### src/rtl/mux_scan_controller.sv
// Scans a 4-bit word through an external 4:1 mux, one select every DWELL cycles, and rebuilds it from Y.
// done pulses 4*DWELL cycles after start is accepted; start is only accepted when idle and is never queued.
module mux_scan_controller #(
  parameter int DWELL = 2
) (
  input  logic       clk,
  input  logic       rst,
  input  logic       start,
  input  logic [3:0] data_in,
  output logic [3:0] I,
  output logic [1:0] S,
  input  logic       y_in,
  output logic       busy,
  output logic       done,
  output logic [3:0] cap,
  output logic       mismatch
);

  typedef enum logic [1:0] {
    IDLE  = 2'd0,
    DRIVE = 2'd1,
    DONE  = 2'd2
  } state_t;

  localparam logic [3:0] CNT_LAST = 4'(DWELL - 1);

  state_t     state_q, state_d;
  logic [3:0] i_q, i_d;
  logic [1:0] s_q, s_d;
  logic [3:0] cnt_q, cnt_d;
  logic [3:0] cap_q, cap_d;
  logic       mismatch_q, mismatch_d;
  logic       busy_q, busy_d;
  logic       done_q, done_d;
  logic [3:0] cap_smp;

  // Capture word as it will look once the current select's bit is stored.
  always_comb begin
    cap_smp      = cap_q;
    cap_smp[s_q] = y_in;
  end

  always_comb begin
    state_d    = state_q;
    i_d        = i_q;
    s_d        = s_q;
    cnt_d      = cnt_q;
    cap_d      = cap_q;
    mismatch_d = mismatch_q;
    case (state_q)
      IDLE: begin
        if (start) begin
          i_d        = data_in;
          s_d        = 2'd0;
          cnt_d      = 4'd0;
          cap_d      = 4'd0;
          mismatch_d = 1'b0;
          state_d    = DRIVE;
        end
      end
      DRIVE: begin
        if (cnt_q == CNT_LAST) begin
          cap_d = cap_smp;
          cnt_d = 4'd0;
          if (s_q == 2'd3) begin
            state_d    = DONE;
            mismatch_d = (cap_smp != i_q);
          end else begin
            s_d = s_q + 2'd1;
          end
        end else begin
          cnt_d = cnt_q + 4'd1;
        end
      end
      DONE:    state_d = IDLE;
      default: state_d = IDLE;
    endcase
    busy_d = (state_d != IDLE);
    done_d = (state_d == DONE);
  end

  always_ff @(posedge clk or posedge rst) begin
    if (rst) begin
      state_q    <= IDLE;
      i_q        <= 4'd0;
      s_q        <= 2'd0;
      cnt_q      <= 4'd0;
      cap_q      <= 4'd0;
      mismatch_q <= 1'b0;
      busy_q     <= 1'b0;
      done_q     <= 1'b0;
    end else begin
      state_q    <= state_d;
      i_q        <= i_d;
      s_q        <= s_d;
      cnt_q      <= cnt_d;
      cap_q      <= cap_d;
      mismatch_q <= mismatch_d;
      busy_q     <= busy_d;
      done_q     <= done_d;
    end
  end

  assign I        = i_q;
  assign S        = s_q;
  assign cap      = cap_q;
  assign mismatch = mismatch_q;
  assign busy     = busy_q;
  assign done     = done_q;

endmodule

### config.mk
export PLATFORM = sky130hd
export DESIGN_NAME = mux_scan_controller
export DESIGN_NICKNAME = d
export VERILOG_FILES = /design/src/rtl/mux_scan_controller.sv
export SDC_FILE = /design/constraint.sdc
export NUM_CORES = 1
export LEC_CHECK = 0
export CORE_MARGIN = 3
export CORE_UTILIZATION = 30
export DETAILED_ROUTE_END_ITERATION = 8
export PLACE_DENSITY = 0.56
export SLEW_MARGIN = 10
export SYNTH_ARGS = -nofsm -noshare
export SYNTH_HDL_FRONTEND = slang
export SYNTH_SLANG_ARGS = --single-unit
### constraint.sdc
create_clock -name clk -period 1.9 [get_ports clk]
set_input_delay 0.38 -clock clk [delete_from_list [all_inputs] [get_ports clk]]
set_output_delay 0.38 -clock clk [all_outputs]
set_load 0.02 [all_outputs]
# Word-level counts from Yosys, hierarchy flattened
# Cells that the tools add are included.
# W data, S select, Z words.
[word_totals]
wordCells = 50
regBits = 19
in_bits = 8
[op_classes]
n_mux = 20
n_lt_le_gt_ge = 2
eq_ne = 9
n_reduce_logical = 9
add_sub_neg = 2
[ops]
columns = ["op", "n"]
rows = [
  ["$pmux W4 S2", 2],
  ["$mux W2", 6],
  ["$mux W4", 3],
  ["$ne A2 B2 Y1 const B", 4],
  ["$pmux W2 S2", 2],
  ["$reduce_and A4 Y1", 2],
  ["$add A4 B1 Y4 const B", 1],
  ["$bwmux W4", 1],
  ["$eq A2 B2 Y1 const B", 2],
  ["$eq A4 B1 Y1 const B", 1],
  ["$mux W1", 4],
  ["$ne A4 B4 Y1", 1],
  ["$reduce_and A2 Y1", 2],
  ["$reduce_bool A2 Y1", 2],
  ["$lt A2 B3 Y1 const B", 1],
  ["$reduce_and A3 Y1", 1],
  ["$add A2 B1 Y2 const B", 1],
  ["$demux W1 S2", 1],
  ["$eq A2 B1 Y1 const B", 1],
  ["$ge A2 B1 Y1 const B", 1],
  ["$logic_not A2 Y1", 1],
  ["$pmux W1 S2", 1],
  ["$logic_and A1 B1 Y1", 1],
]

# Depth between registers and ports, before layout
[depth]
ltp_word = 9
depth_mapped = 6
ltp_nobuf = 6

# Worst setup path before layout
# Ideal clock, no wire load.
[synth_path]
kind = "reg2reg"
start = "reg s_q[0], in the netlist S[0]"
end = "reg mismatch_q, in the netlist mismatch"
slack_ns = 0.341
path_stages_with_launch = 7
required_ns = 1.767
path_buffers = 0
arrival_ns = 1.426
synth_period_minus_slack_ns = 1.559
cell_sequence = "dfrtp_1 > inv_1 > ha_1 > mux2i_1 > xnor2_1 > nor4_1 > mux2i_1"
[synth_via]
elab_chain_cells = 9
word_cells_on_any_way = 13
classes_between = "2 x order compare; 3 x eq/ne; 6 x mux; 2 x reduce/logical"
[synth_lines]
columns = ["element", "line_no", "text"]
rows = [
  ["start: declaration", "29", "logic [1:0] s_q, s_d;"],
  ["start signal: assignment", "86", "s_q <= 2'd0;"],
  ["start signal: assignment", "95", "s_q <= s_d;"],
  ["$lt A2 B3 Y1 (implied by the code) or $ge A2 B1 Y1 (tied branches)", "40", "cap_smp[s_q] = y_in;"],
  ["$logic_and A1 B1 Y1 (implied by the code)", "40", ""],
  ["$mux W1 (implied by the code)", "40", ""],
  ["$demux W1 S2", "40", ""],
  ["$bwmux W4", "40", ""],
  ["$ne A4 B4 Y1", "67", "mismatch_d = (cap_smp != i_q);"],
  ["$mux W1", "65", "if (s_q == 2'd3) begin"],
  ["$mux W1", "62", "if (cnt_q == CNT_LAST) begin"],
  ["$pmux W1 S2", "50", "case (state_q)"],
  ["end signal: assignment", "98", "mismatch_q <= mismatch_d;"],
  ["end: declaration", "32", "logic mismatch_q, mismatch_d;"],
]
# Parallel ways exist; a longest one is shown, timed or not. The select of a mux whose other input is x is not followed.
# A chain may end at the register's enable or synchronous reset.

# Worst setup path in the final report
# Same ends and word-level chain as after synthesis.

==> results.yml <==
power:
  peakVddDrop_mv: 0.537
  power_leakage_nw: 0.560
  power.density_mw_per_mm2: 1770
clock_tree:
  htree_levels: 1
  tritoncts: "done"
  clkSlewWorstSetupHoldPaths_ps: 110
  cts.sinks: 19
  clock_insertion_delay_worst_skew_ps: 290
  root_cell_of_the_clock_tree: "clkbuf_4"
  post_cts_resized: 0
  cts_buffer_depth: 2
  cts_setup_buffers: 0
  cts_buffers: 3
  cts-hold-fix-buffers: 0
routing:
  totalWireLength_um: 1980
  drt-wirelength-per-cell_um: 12.6
  via_per_inst: 4.70
  vias: 738
  drt_drc_violations_left: 0
  drt_first_pass_iters: 4
  ant_nets: 0
  detailedRoute.firstIterationViolations: 19
hold_path:
  holdCritPathClass: "input port to asynchronous set/reset pin"
die:
  fp-row-count: 20
  die_area_sq_mm: 0.00398
  coreArea_sq_mm: 0.00308
  num_io_pins: 21
  die_h_um: 63.1
  dieWidth_um: 63.1
  start_util: 0.317
worst_setup_path:
  cp-end-kind: "register"
  endpoint: "mismatch"
  timing.critical_path.arrival_ps: 1910
  r2r_setup_slack_ps: 170
  critical_path.startpoint_type: "register"
  timing.reg2reg.worst_path_depth: 6
  path_class: "register to register"
  timing.critical_path.from: "S[0]"
  worst_r2r_startpoint: "S[0]"
  critical_path_required_time_ps: 2080
  crit_fanout: 4
  r2r_end: "mismatch"
sta:
  finalSetupViolCount: 0
  final_period_minus_worst_setup_slack_ps: 1730
  timing.setup.tns_ps: 0
  timing.max_slew.rel_slack: 0.773
  timing.final.hold_violations: 0
  setup_repair_after_global_routing_missed_its_margin: "no"
  timing_max_transition_violations_final: 0
  timing.fmax_mhz: 577
  timing.final.crit_share: 0.913
  clock-skew-final_ps: 4.73
  timing_worst_slew_pin_value_ps: 337
synth:
  synth_flop_cell: "dfrtp_1"
  ys_top_cells_by_area: "dfrtp_1 (49%), ha_1 (7.7%), mux2i_1 (7.2%)"
  yosysSeqAreaShare: 0.487
  share_of_async_settable_or_async_resettable_flops_after_synthesis: 1.00
  avgSynthCellArea_sq_um: 11.1
  yosys.area.top_type: "dfrtp_1"
  synth.ff_latch_count: 19
  synth_area_sq_um: 977
  synthDominantCellAreaShare: 0.487
  postSynthNetCount: 102
  synthesis.yosys.warnings: 0
  synth_edf_count: 0
  synth.distinct_cells: 28
  syn-instance-count: 88
finish:
  regArea_sq_um: 475
  post-route-cell-area_sq_mm: 0.00127
  most-common-layout-cells: "clkdlybuf4s50_1 (20), dfrtp_1 (19), inv_1 (7), mux2i_1 (7), ha_1 (6)"
  design.final.nets: 128
  antenna-diode-count: 0
  area_growth_syn_to_layout_pct: 29.7
  share_of_final_layout_standard_cells_stronger_than_drive_strength_1: 0.0796
  commonest_non_fill_non_tap_cell_in_the_layout: "clkdlybuf4s50_1"
  multi_input_comb_area_sq_um: 472
  fillers: 321
global_routing:
  largest_net_degree_at_the_start_of_global_routing: 20
  overflow: 0
  grt_pass1_wl_um: 3580
  number_of_global_route_vias_before_repair: 780
  antenna_found_initial: 0
  track_usage: 0.113
placement:
  io_buffer_count: 20
  postPlaceCellArea_sq_mm: 0.00124
  globalplace.congestion: 0.751
  detailedPlacementHpwl_um: 1550
run:
  drv_cap: 0
outcome:
  status: "complete, no violations"
flip-flops by register name (all words and copies together), names as in the netlist:
register and count:
cap 4, S 2, busy 1, state_q 2, cnt_q 4, done 1, I 4, mismatch 1
how the worst min path moves through the flow:
stage	endpoint	slack, ps	depth (start not counted)
after CTS	busy	390	3
final	state_q[1]	390	3
after detailed placement	cap[2]	520	1
after floorplan	I[0]	330	1
after global routing	state_q[1]	380	3
after global placement	cap[2]	520	1
worst max-delay path: stages, from the launching register on:
cell,delay (ps)
dfrtp_1,430
inv_1,130
ha_1,240
mux2i_1,250
xnor2_1,100
nor4_1,350
mux2i_1,120
synthesized netlist by cell type, drive strengths merged (2+ instances only):
cell type  count
a21oi          3
a22o           4
and2           3
dfrtp         19
ha             6
inv            8
mux2           4
mux2i          7
nand2          4
nand2b         3
nor2           5
o21ai          6
o22ai          2
xnor2          4
area by class of cell:
class | count | area share
clock buffer | 3 | 0.0178
clock inverter | 1 | 0.00395
inverter | 8 | 0.0237
multi-input combinational | 61 | 0.372
sequential | 19 | 0.375
tap | 44 | 0.0434
timing repair buffer | 21 | 0.164
per-stage QoR:
step | hold WS [ps] | power, mW | utilization | setup slack [ps] | instances
after global placement | 516 | 2.03 | 0.403 | 27.5 | 153
after global routing | 378 | 2.45 | 0.412 | 57.9 | 157
after floorplan | 331 | 1.61 | - | 341 | 88
after detailed placement | 524 | 2.07 | 0.403 | 51.2 | 153
final | 387 | 2.25 | 0.412 | 166 | 157
after CTS | 387 | 2.28 | 0.412 | 149 | 157
report_power, final:
| part | total [mW] | internal [mW] | switching [mW] |
|---|---|---|---|
| Clock | 0.202 | 0.0783 | 0.124 |
| Combinational | 1.29 | 0.629 | 0.666 |
| Sequential | 0.753 | 0.582 | 0.171 |
cell families (layout without fill, tap and decap cells):
family / Yosys count / in the layout / synth area share
AOI/OAI and AO/OA: 19 / 19 / 0.134
xor gates and xnor gates: 4 / 4 / 0.0358
adders and majority gates: 6 / 6 / 0.0768
buffers and inverters: 8 / 33 / 0.0307
DFF: 19 / 19 / 0.487
muxes: 11 / 11 / 0.118
and+or+nand+nor: 21 / 21 / 0.118
layer usage:
| metal | global-route usage | share of wire |
|---|---|---|
| met5 | 0 | 0 |
| met2 | 0.187 | 0.45 |
| met4 | 0.0413 | 0.011 |
| met1 | 0.142 | 0.49 |
| met3 | 0.0267 | 0.050 |
Note: power is estimated with default switching activity, not from simulation.
